<file path="config.mk">
export PLATFORM = sky130hd
export DESIGN_NAME = voq_rr_scheduler
export DESIGN_NICKNAME = d
export VERILOG_FILES = /design/src/rtl/voq_pkg.sv /design/src/rtl/rr_arbiter.sv /design/src/rtl/voq_rr_scheduler.sv
export SDC_FILE = /design/constraint.sdc
export NUM_CORES = 1
export LEC_CHECK = 0
export BUFFER_PORTS_ARGS = -buffer_cell sky130_fd_sc_hd__buf_2
export CAP_MARGIN = 30
export CORE_ASPECT_RATIO = 1.4
export CORE_MARGIN = 1.5
export CORE_UTILIZATION = 49
export DETAILED_ROUTE_END_ITERATION = 12
export GPL_ROUTABILITY_DRIVEN = 0
export HOLD_SLACK_MARGIN = 0.05
export PLACE_DENSITY = 0.87
export SLEW_MARGIN = 15
export SYNTH_ARGS = -nofsm -noshare
export SYNTH_HDL_FRONTEND = slang
export SYNTH_HIERARCHICAL = 1
export SYNTH_SLANG_ARGS = --single-unit
</file>
<file path="constraint.sdc">
create_clock -name clk -period 1.61 [get_ports clk]
set_input_delay 0 -clock clk [delete_from_list [all_inputs] [get_ports clk]]
set_output_delay 0 -clock clk [all_outputs]
set_load 0.005 [all_outputs]
</file>
<file path="src/rtl/voq_pkg.sv">
// Types and helpers shared by the VOQ and its read-side schedulers.
package voq_pkg;

  typedef enum logic [1:0] {
    ST_IDLE = 2'd0,
    ST_READ = 2'd1,
    ST_POP  = 2'd2
  } sched_state_e;

  // Client index width; never collapses to zero bits.
  function automatic int client_w(input int n);
    return (n > 1) ? $clog2(n) : 1;
  endfunction

endpackage

</file>
<file path="src/rtl/rr_arbiter.sv">
// Round-robin pick: first requesting index after last_grant, wrapping at N-1.
module rr_arbiter
  import voq_pkg::*;
#(
  parameter int N  = 4,
  parameter int CW = client_w(N)
) (
  input  logic [N-1:0]  req,
  input  logic [CW-1:0] last_grant,
  output logic [CW-1:0] grant,
  output logic          any_valid
);

  logic [CW-1:0] idx;

  // Offsets 1..N, so last_grant itself is considered last.
  always_comb begin
    grant     = '0;
    any_valid = 1'b0;
    idx       = '0;
    for (int i = 1; i <= N; i++) begin
      idx = CW'((int'(last_grant) + i) % N);
      if (!any_valid && req[idx]) begin
        any_valid = 1'b1;
        grant     = idx;
      end
    end
  end

endmodule

</file>
<file path="src/rtl/voq_rr_scheduler.sv">
// VOQ read scheduler: round-robin with bounded bursts, two-cycle read/pop,
// words delivered with their queue tag through a 2-entry output buffer.
//   state | meaning
//   IDLE  | wait for a non-empty queue and a free buffer slot, pick grant
//   READ  | voq_rd_en high for the granted queue
//   POP   | VOQ pops, read data pushed into the output buffer
module voq_rr_scheduler
  import voq_pkg::*;
#(
  parameter int DATA_WIDTH = 128,
  parameter int QUEUE_NUB  = 4,
  parameter int BURST      = 4
) (
  input  logic                             clk,
  input  logic                             rst_n,
  input  logic [QUEUE_NUB-1:0]             voq_queue_empty,
  output logic                             voq_rd_en,
  output logic [client_w(QUEUE_NUB)-1:0]   voq_rd_client,
  input  logic [DATA_WIDTH-1:0]            voq_rd_data,
  output logic                             m_valid,
  input  logic                             m_ready,
  output logic [DATA_WIDTH-1:0]            m_data,
  output logic [client_w(QUEUE_NUB)-1:0]   m_client
);

  localparam int CW = client_w(QUEUE_NUB);
  localparam int BW = $clog2(BURST + 1);

  sched_state_e    state_q, state_d;
  logic [CW-1:0]   last_grant, arb_grant, grant_d;
  logic [BW-1:0]   burst_cnt;
  logic            arb_any, keep_last, admit, load_grant, push, pop;
  logic [1:0]      occ;
  logic            rd_ptr, wr_ptr;
  logic [DATA_WIDTH-1:0] buf_data   [2];
  logic [CW-1:0]         buf_client [2];

  rr_arbiter #(.N(QUEUE_NUB), .CW(CW)) u_arb (
    .req        (~voq_queue_empty),
    .last_grant (last_grant),
    .grant      (arb_grant),
    .any_valid  (arb_any)
  );

  assign keep_last = (burst_cnt < BW'(BURST)) && !voq_queue_empty[last_grant];
  assign grant_d   = keep_last ? last_grant : arb_grant;
  assign admit     = arb_any && (occ != 2'd2);

  always_comb begin
    state_d    = state_q;
    load_grant = 1'b0;
    voq_rd_en  = 1'b0;
    push       = 1'b0;
    case (state_q)
      ST_IDLE: begin
        if (admit) begin
          state_d    = ST_READ;
          load_grant = 1'b1;
        end
      end
      ST_READ: begin
        voq_rd_en = 1'b1;
        state_d   = ST_POP;
      end
      ST_POP: begin
        push    = 1'b1;
        state_d = ST_IDLE;
      end
      default: state_d = ST_IDLE;
    endcase
  end

  always_ff @(posedge clk or negedge rst_n) begin
    if (!rst_n) state_q <= ST_IDLE;
    else        state_q <= state_d;
  end

  // A rotation restarts the burst count; the READ cycle then counts the word.
  always_ff @(posedge clk or negedge rst_n) begin
    if (!rst_n) begin
      last_grant    <= CW'(QUEUE_NUB - 1);
      burst_cnt     <= '0;
      voq_rd_client <= '0;
    end else begin
      if (load_grant) begin
        voq_rd_client <= grant_d;
        if (!keep_last) burst_cnt <= '0;
      end
      if (voq_rd_en) begin
        last_grant <= voq_rd_client;
        if (burst_cnt != BW'(BURST)) burst_cnt <= burst_cnt + 1'b1;
      end
    end
  end

  assign pop      = m_valid && m_ready;
  assign m_valid  = (occ != 2'd0);
  assign m_data   = buf_data[rd_ptr];
  assign m_client = buf_client[rd_ptr];

  always_ff @(posedge clk or negedge rst_n) begin
    if (!rst_n) begin
      occ    <= 2'd0;
      rd_ptr <= 1'b0;
      wr_ptr <= 1'b0;
      for (int i = 0; i < 2; i++) begin
        buf_data[i]   <= '0;
        buf_client[i] <= '0;
      end
    end else begin
      if (push) begin
        buf_data[wr_ptr]   <= voq_rd_data;
        buf_client[wr_ptr] <= voq_rd_client;
        wr_ptr             <= ~wr_ptr;
      end
      if (pop) rd_ptr <= ~rd_ptr;
      case ({push, pop})
        2'b10:   occ <= occ + 2'd1;
        2'b01:   occ <= occ - 2'd1;
        default: occ <= occ;
      endcase
    end
  end

endmodule
</file>
== After elaboration in Yosys (flattened, before gate mapping) ==
Index checks and enable logic that the tools add are counted.

* Bitwise gates (word level): 5
* Equality and inequality tests: 7
* Reductions and logical operators: 14
* Add/subtract/negate cells: 7
* $lt $le $gt $ge: 9
* Multiplexer cells: 42

{| class="wikitable"
|+ Operator list
! cell !! count
|-
| 2-to-1 mux 128 bit || 4
|-
| bitwise mux 256 bit || 1
|-
| demux 128 bit (select 1 bit) || 1
|-
| 2-to-1 mux 2 bit || 10
|-
| < comparator 2 x 3 -> 1 bit (second input constant) || 5
|-
| 2-to-1 mux 1 bit || 13
|-
| 2-to-1 mux 3 bit || 4
|-
| binary-select mux 1 bit (select 2 bit) || 5
|-
| one-hot mux 2 bit (2 select lines) || 2
|-
| logical AND 1 bit || 7
|-
| adder 2 x 1 -> 2 bit (second input constant) || 3
|-
| adder 2 bit (second input constant) || 2
|-
| bitwise mux 4 bit || 1
|-
| equality test 2 x 1 -> 1 bit (second input constant) || 2
|-
| equality test 2 bit (second input constant) || 2
|-
| >= comparator 2 bit (second input constant) || 2
|-
| logical NOT 1 bit || 4
|-
| != test 2 bit (second input constant) || 2
|-
| inverter 1 -> 2 bit || 2
|-
| inverter 4 bit || 1
|-
| nonzero test 2 bit || 2
|-
| adder 3 x 1 -> 3 bit (second input constant) || 1
|-
| < comparator 3 bit (second input constant) || 1
|-
| != test 3 bit (second input constant) || 1
|-
| other kinds (5) || 6
|}

* Logic and storage cells: 95
* Output and inout bits: 134
* Input port bits: 135
* Flip-flop bits (word level): 273

== Longest topological paths before layout ==
Gate-level depths: netlist of the first run.

* Word-level depth: 19
* Depth in mapped cells: 6

== By module ==
The synthesis of the first run kept the hierarchy.

{| class="wikitable"
|+ Modules (own cells, without submodules)
! module !! cells an instance !! sequential area each (µm²) !! instances !! area an instance (µm²)
|-
| voq_rr_scheduler || 758 || 6834.1 || 1 || 11875.1
|-
| rr_arbiter || 14 || 0.0 || 1 || 91.3
|}

== Worst setup path before layout of the first run ==
Ideal clock, no wire load.

* Path kind: register -> register
* Start point: reg occ[0]
* End point: reg occ[1]
* Cell stages (with the launch flop): 6
* Data required time: 1.531 ns
* Arrival: 1.458 ns
* Path buffers: 0
* Period minus slack after synthesis: 1.537 ns
* Slack: 0.073 ns
* Cells stage by stage: dfrtp_1 -> or2_2 -> and2_1 -> ha_1 -> nor2_1 -> xor2_1

* Longest elaborated chain between the ends: 4

{| class="wikitable"
|+ Ends and longest elaborated chain
! what !! RTL line !! text
|-
| start: declaration || voq_rr_scheduler.sv:33 || <nowiki>logic [1:0] occ;</nowiki>
|-
| start signal: assignment || voq_rr_scheduler.sv:118 || <nowiki>2'b10: occ <= occ + 2'd1;</nowiki>
|-
| start signal: assignment || voq_rr_scheduler.sv:119 || <nowiki>2'b01: occ <= occ - 2'd1;</nowiki>
|-
| nonzero test 2 bit * || voq_rr_scheduler.sv:97 || <nowiki>assign m_valid = (occ != 2'd0);</nowiki>
|-
| named net m_valid || voq_rr_scheduler.sv:20 || <nowiki>output logic m_valid,</nowiki>
|-
| logical AND 1 bit * || voq_rr_scheduler.sv:96 || <nowiki>assign pop = m_valid && m_ready;</nowiki>
|-
| named net pop || voq_rr_scheduler.sv:32 || <nowiki>logic arb_any, keep_last, admit, load_grant, push, pop;</nowiki>
|-
| equality test 2 x 1 -> 1 bit or equality test 2 bit (tied branches) || voq_rr_scheduler.sv:117 || <nowiki>case ({push, pop})</nowiki>
|-
| one-hot mux 2 bit (2 select lines) or nonzero test 2 bit (tied branches) || n/a ||
|}

The timed path passes the listed nets; every way through them passes the cells marked *.
A chain may end at the register's enable or synchronous reset.

== Worst setup path in the final report of the first run ==
* Start point: reg rd_ptr
* End point: out m_data[10]

* Longest elaborated chain between the ends: 4

{| class="wikitable"
|+ Ends and longest elaborated chain
! what !! RTL line !! text
|-
| start: declaration || voq_rr_scheduler.sv:34 || <nowiki>logic rd_ptr, wr_ptr;</nowiki>
|-
| start signal: assignment || voq_rr_scheduler.sv:116 || <nowiki>if (pop) rd_ptr <= ~rd_ptr;</nowiki>
|-
| inverter 1 -> 2 bit (not written as such) || voq_rr_scheduler.sv:98 || <nowiki>assign m_data = buf_data[rd_ptr];</nowiki>
|-
| 2-to-1 mux 128 bit (not written as such) (3 in a row) || voq_rr_scheduler.sv:98 ||
|-
| end: declaration || voq_rr_scheduler.sv:22 || <nowiki>output logic [DATA_WIDTH-1:0] m_data,</nowiki>
|}

No other way between the ends. The select of a mux whose other input is x is not followed.

==> results of run 1 <==
==> cell type report <==
class	instances	area, um^2
fillers	1508	7370
flip-flops and latches	273	6840
multi-input cells	447	4810
repair buffers	451	3610
clock buffers	42	862
well taps	310	388
clock inverters	6	57.6
inverters	8	30.0
diodes	3	7.51
==> sequential cells by signal, indices dropped and copies added (netlist names), named ones only <==
signal	count
buf_client	4
buf_data	256
burst_cnt	2
last_grant	2
occ	2
rd_ptr	1
state_q	2
voq_rd_client	2
wr_ptr	1
==> power groups by stage <==
stage | Combinational, W | Sequential (W) | Clock, W
finish | 0.0155 | 0.0123 | 0.00643
global route | 0.0164 | 0.0128 | 0.00684
global placement | 0.0132 | 0.0120 | 0
CTS | 0.0146 | 0.0122 | 0.00653
detailed placement | 0.0135 | 0.0123 | 0
floorplan | 0.00876 | 0.0116 | 0
==> per-layer routing <==
layer	global-route usage, %	vias to the layer above
met5	0	-
li1	-	3634
met3	3.60	105
met1	27.1	4137
met2	44.8	283
met4	12.1	0
==> logic make-up (layout without fill, tap and decap cells) <==
family,Yosys count,in the layout,synth area share (%)
muxes,396,396,37.2
buffers and inverters,52,507,2.96
xor gates and xnor gates,5,5,0.366
DFF,273,273,57.1
AOI/OAI and AO/OA,14,14,0.763
adders and majority gates,3,3,0.314
and+or+nand+nor,29,29,1.25
other,0,3,0
==> what timing repair did <==
action | 4_1_cts | 5_1_grt
hold endpoints to repair | 533 | 0
gates cloned | 3 | 5
hold buffers | 135 | 0
buffers inserted | 4 | 1
pin swaps | 0 | 2
endpoints found under the setup margin | 129 | 135
resized for setup | 14 | 13
==> layout by cell type (no fill, tap or decap), types with 5 or more instances in the layout <==
| master | count |
|---|---|
| mux2_2 | 293 |
| dfrtp_1 | 270 |
| buf_2 | 255 |
| dlygate4sd3_1 | 134 |
| mux2_1 | 97 |
| clkbuf_16 | 32 |
| buf_12 | 18 |
| buf_4 | 17 |
| clkbuf_8 | 13 |
| buf_6 | 13 |
| inv_1 | 8 |
| buf_16 | 8 |
| nand2_1 | 7 |
| nor2_1 | 6 |
| o21ai_0 | 6 |
| nand2b_1 | 5 |
==> stage by stage <==
step | setup TNS [ns] | power, W | hold slack [ns] | worst slack (ns)
floorplan | 0 | 0.0204 | -0.296 | 0.0730
global placement | 0 | 0.0251 | -0.0807 | 0.0555
detailed placement | 0 | 0.0258 | -0.0798 | 0.0366
CTS | -24.87 | 0.0333 | 0.0946 | -0.226
global route | -29.36 | 0.0361 | 0.104 | -0.258
finish | -22.74 | 0.0343 | 0.108 | -0.217
==> worst paths after layout <==
check / to / slack (ns) / cells after the start
setup / recovery: m_data[10] / -0.22 / 4
setup reg to reg: buf_data[47] / 0.04 / 5
max in group asynchronous: buf_data[95] / 1.07 / 3
hold / removal: last_grant[1] / 0.11 / 2
min in group clk: buf_data[153] / 0.24 / 3
hold reg to reg: buf_data[133] / 0.48 / 1
==> worst max-delay path: stages, from the launching register on <==
cell	delay, ns
dfrtp_4	0.43
buf_4	0.17
clkbuf_16	0.20
mux2_2	0.34
buf_2	0.15
==> metrics.txt, run 1 <==
dpl hpwl=17700 um; CP endpoint kind=output pin; Syn Inst Count=between 700 and 800; GRT overflow=0; sequential power share=a little over a third; clock-pin slew on the worst setup and hold paths=0.07 ns; WL met3=~1400 um; Placed Area=between 10000 and 15000 um^2; final worst slack=-0.217 ns; Required @ worst endpoint=between 1.5 and 2 ns; Main synth FF type=dfrtp_1; DR vias/cell=about 5.3; I/O pin count=around 270; htree depth=1; Max FO, Critical Path=15; initial core utilization=around 50%; post-synthesis sequential area ratio=57.1%; Die Footprint=roughly 25000 um^2; Slew Limit Fails=0; Switching Share=a little under a third; Final Hold Fails=0; final instance area=approximately 17000 um^2; Clock power frac=approximately a fifth; Syn Nets=roughly 900; share of cells above drive strength 1=54.4%; fin crit period=1.83 ns; IO Port Bufs=around 270; Placed Instances=1341; maxcap violations=0; Clock Sinks=273; unrepaired setup endpoints after global routing=yes; Critical Path AT=1.83 ns; cell area after synthesis=about 12000 um^2; net switching power=0.0108 W; clk root buf=clkbuf_16; status=finished, violations left; DR top layer=met4; post-synthesis register bit count=273; failing checks=setup timing; area leader, netlist=dfrtp_1; asr flop ratio synth=between 90% and 100%; Comb pwr share=a little under half; CTS Buf Count=26; Layout Cells excl Fill=approximately 1500; final worst-path cycle share=113%; Post-synth EDFFs=0; Antenna Violating Nets Remaining=0; Metal-1 WL=around 12000 um; Distinct cells, synth=31; Synth top cells by count=mux2_2 (293), dfrtp_1 (271), mux2_1 (100); First-pass DRT Iterations=4; drt initial violations=roughly 230; die width=~140 um; Layout Nets=1345; Worst-Skew Late Latency=0.53 ns; yosys warns=6; Die H=188 um; row count=67; Clock Skews=roughly 0.009 ns; Final Util=between 60% and 70%; largest net degree at the start of global routing=60; pwr/cell area=~2100 nW/um^2; Core Area=approximately 24000 um^2; worst setup path startpoint=rd_ptr; Slew @ Worst Pin=slightly above 0.4 ns; relative slew slack=between 70% and 80%; routed len/inst=about 21 um; Setup violations, final=130; initial antenna violation count=2; synth-to-layout area growth=38.7%; Max VDD drop=about 1100 uV; first-pass GRT wire length=roughly 49000 um; met2 WL post-DR=approximately 17000 um; Bufs on Longest Clock Path=3; worst hold path type=input pin to asynchronous set/reset pin; Setup crit start kind=flip-flop; DRC viols=0; Leakage=around 7.5 nW; Setup CP Type=flip-flop to output pin; top-count cell post-synth=mux2_2; gr usage total=roughly 24%; TritonCTS clock tree=yes; Via Count=about 8000; RR Startpoint=state_q[0]; Max Fclk=around 550 MHz; top-area cell type share of the netlist area=56.7%; Internal Power=approximately 0.023 W; vias in the first global route=~9200; top cells by area, synth=dfrtp_1 (57%), mux2_2 (28%), mux2_1 (9.4%), buf_2 (1.3%), buf_8 (1.3%); syn avg cell area=15.5 um^2; WL final=approximately 32000 um
No activity file was read; power rests on OpenSTA's default activity.
==> run 2, diff against run 1 <==
- CORE_UTILIZATION: 49 -> 51
- CTS_BUF_LIST: default -> sky130_fd_sc_hd__clkbuf_4 sky130_fd_sc_hd__clkbuf_8
- PLACE_DENSITY: 0.87 -> 0.9
- clock period: 1.61 -> 1.64 ns (I/O delays scaled with it)
==> run 2 against run 1 <==
Compared with the run above:
- the run still ends with setup timing left
- sequential share of layout area up 0.099 points
- critical path type unchanged
- worst hold slack better by 0.13 ns
- non-clock buffer count unchanged
- core utilization up 2.4 points
- register-to-register slack worse by 0.08 ns
- global-route usage up 0.70 points
- setup slack about the same
- clock-buffer cell count up 26
- cell area down 0.24%
==> metrics.txt, run 2 (synthesized netlist as in run 1, its figures left out) <==
Clock power frac=17.5% (was 18.8%); Die H=184 um (was 188 um); worst-path cell chain=buf_12, buf_16, mux2_2, buf_2 (was buf_4, clkbuf_16, mux2_2, buf_2); Layout Cells excl Fill=1558 (was 1540); RR Startpoint=last_grant[0] (was state_q[0]); first-pass GRT wire length=48100 um (was 48800 um); Register-to-Register Setup Slack=-0.04 ns (was 0.04 ns); drt initial violations=294 (was 228); Slew @ Worst Pin=0.425 ns (was 0.410 ns); unrepaired setup endpoints after global routing=yes (unchanged); Pwr Total=0.0336 W (was 0.0343 W); gr usage total=25.1% (was 24.4%); status=finished, violations left (unchanged); most frequent cells in the layout=mux2_2 (284), dfrtp_1 (270), buf_2 (248), dlygate4sd3_1 (135), mux2_1 (100) (was mux2_2 (293), dfrtp_1 (270), buf_2 (255), dlygate4sd3_1 (134), mux2_1 (97)); clock-pin slew on the worst setup and hold paths=0.07 ns (about the same); relative slew slack=71.7% (was 72.7%); largest net degree at the start of global routing=68 (was 60); Layout Nets=1361 (was 1345); Clock Sinks=273 (unchanged); Placed Instances=1331 (was 1341); TritonCTS clock tree=yes (unchanged); fillcell total=1368 (was 1508); dpl hpwl=17400 um (was 17700 um); htree depth=2 (was 1); worst hold path type=input pin to flip-flop (was input pin to asynchronous set/reset pin); Max Fclk=approximately 540 MHz; final worst-path cycle share=113%; share of cells above drive strength 1=55.2% (was 54.4%); GRT overflow=0 (unchanged); Final Hold Fails=0 (unchanged); CP endpoint kind=output pin (unchanged); failing checks=setup timing (unchanged); maxcap violations=0 (unchanged); Required @ worst endpoint=1.64 ns (was 1.61 ns); Leakage=7.56 nW (was 7.53 nW); First-pass DRT Iterations=4 (unchanged); Multi-input gate area=4850 um^2 (was 4810 um^2); WL final=32700 um (was 31700 um); Setup TNS=-19.63 ns (was -22.74 ns); sequential cell area=6840 um^2 (unchanged); DRC viols=0 (unchanged); final worst slack=-0.216 ns (was -0.217 ns); Final Util=71.6% (was 69.2%); net switching power=0.0108 W (about the same); Slew Limit Fails=0 (unchanged); Antenna Violating Nets Remaining=0 (unchanged); IO Port Bufs=268 (unchanged); Setup violations, final=131 (was 130); number of flip-flops in the largest register=256 (unchanged); largest reg by FF count=buf_data (unchanged); clk root buf=clkbuf_8 (was clkbuf_16); DR vias/cell=5.33 (was 5.30); Switching Share=32.1% (was 31.5%); synth-to-layout area growth=38.4% (was 38.7%); Slowest Stage Delay on Critical Path=0.50 ns (was 0.43 ns); Largest regs=buf_data: 256 flops, buf_client: 4 flops (unchanged); Max VDD drop=1190 uV (was 1140 uV); Critical Path AT=1.86 ns (was 1.83 ns); WHS=0.234 ns (was 0.108 ns); Via Count=8305 (was 8159); Die Footprint=24400 um^2 (was 25400 um^2); initial antenna violation count=3 (was 2); Max FO, Critical Path=10 (was 15); initial core utilization=51.8% (was 49.9%); Setup crit start kind=flip-flop (unchanged); Core Area=23100 um^2 (was 24000 um^2); Setup CP Type=flip-flop to output pin (unchanged); die width=132 um (was 135 um); vias in the first global route=9196 (was 9246); Critical-path top delay cell=dfrtp_4 (unchanged); Worst-Skew Late Latency=0.53 ns (about the same); Worst R2R End=voq_rd_client[0] (was buf_data[47]); row count=66 (was 67); pwr/cell area=2030 nW/um^2 (was 2060 nW/um^2); CTS Buf Count=42 (was 26); Endpoint, Worst Hold=buf_data[116]; Bufs on Longest Clock Path=3 (unchanged); FF-to-FF path depth=4 (was 5); routed len/inst=21.0 um (was 20.6 um); Hold Crit Depth=3; sequential power share=36.4% (was 36.0%); Internal Power=0.0228 W (was 0.0235 W); I/O pin count=269 (unchanged); fin crit period=1.86 ns; Clock Skews=0.0139 ns (was 0.00890 ns); leading cell type in the layout, fill and taps excluded=mux2_2 (unchanged); Comb pwr share=46.1% (was 45.2%); min-delay src=voq_rd_data[116]
## run 2: cell types whose count changed in the layout (fill, tap and decap cells not counted), moves of 5 or more
cell / delta
buf_16: -5
buf_2: -7
buf_6: +8
clkbuf_16: -25
clkbuf_4: +18
clkbuf_8: +37
mux2_2: -9
mux2_4: +6
## run 2: area by class of cell
cell class / count / share of cell area, %
tap: 306 / 2.31
sequential: 273 / 41.3
clock inverter: 2 / 0.212
inverter: 8 / 0.181
antenna: 3 / 0.0453
clock buffer: 68 / 4.97
timing repair buffer: 451 / 21.7
multi-input combinational: 447 / 29.3
## run 2: worst max-delay path: cells and delay by family (launching register included)
| family | cells | cell delay, ns |
|---|---|---|
| flip-flops | 1 | 0.50 |
| buffers and inverters | 3 | 0.46 |
| multiplexers | 1 | 0.35 |
## run 2: how the worst max path moves through the flow
stage                    start            end  depth (start not counted)
floorplan               occ[0]         occ[1]                          5
global placement    state_q[0]  buf_client[3]                          4
detailed placement  state_q[0]  buf_data[159]                          4
CTS                     rd_ptr     m_data[26]                          4
global route            rd_ptr     m_data[13]                          4
finish                  rd_ptr     m_data[13]                          4
## run 2: repair_timing
action	CTS	global route
resized for setup	8	34
hold buffers	135	0
pin swaps	0	2
hold endpoints to repair	533	0
setup buffers	4	6
setup endpoints to repair	130	152
gates cloned	3	8
## run 2: power groups by stage
stage / logic, W / clock network [W] / registers (W)
global placement: 0.0126 / 0 / 0.0118
detailed placement: 0.0130 / 0 / 0.0121
floorplan: 0.00860 / 0 / 0.0114
global route: 0.0164 / 0.00629 / 0.0126
CTS: 0.0139 / 0.00591 / 0.0120
finish: 0.0155 / 0.00590 / 0.0122
## run 2: layer usage
metal	share of wire [%]	global-route usage [%]
met5	0	0
met2	54	46.6
met3	4.2	4.51
met1	36	26.8
met4	6.0	14.0
## run 2: metrics by stage
step	worst slack, ns	area (um^2)
after floorplan	0.103	12000
after global placement	0.0707	13800
after detailed placement	0.0428	13800
after CTS	-0.231	16200
after global routing	-0.264	16600
final	-0.216	16600
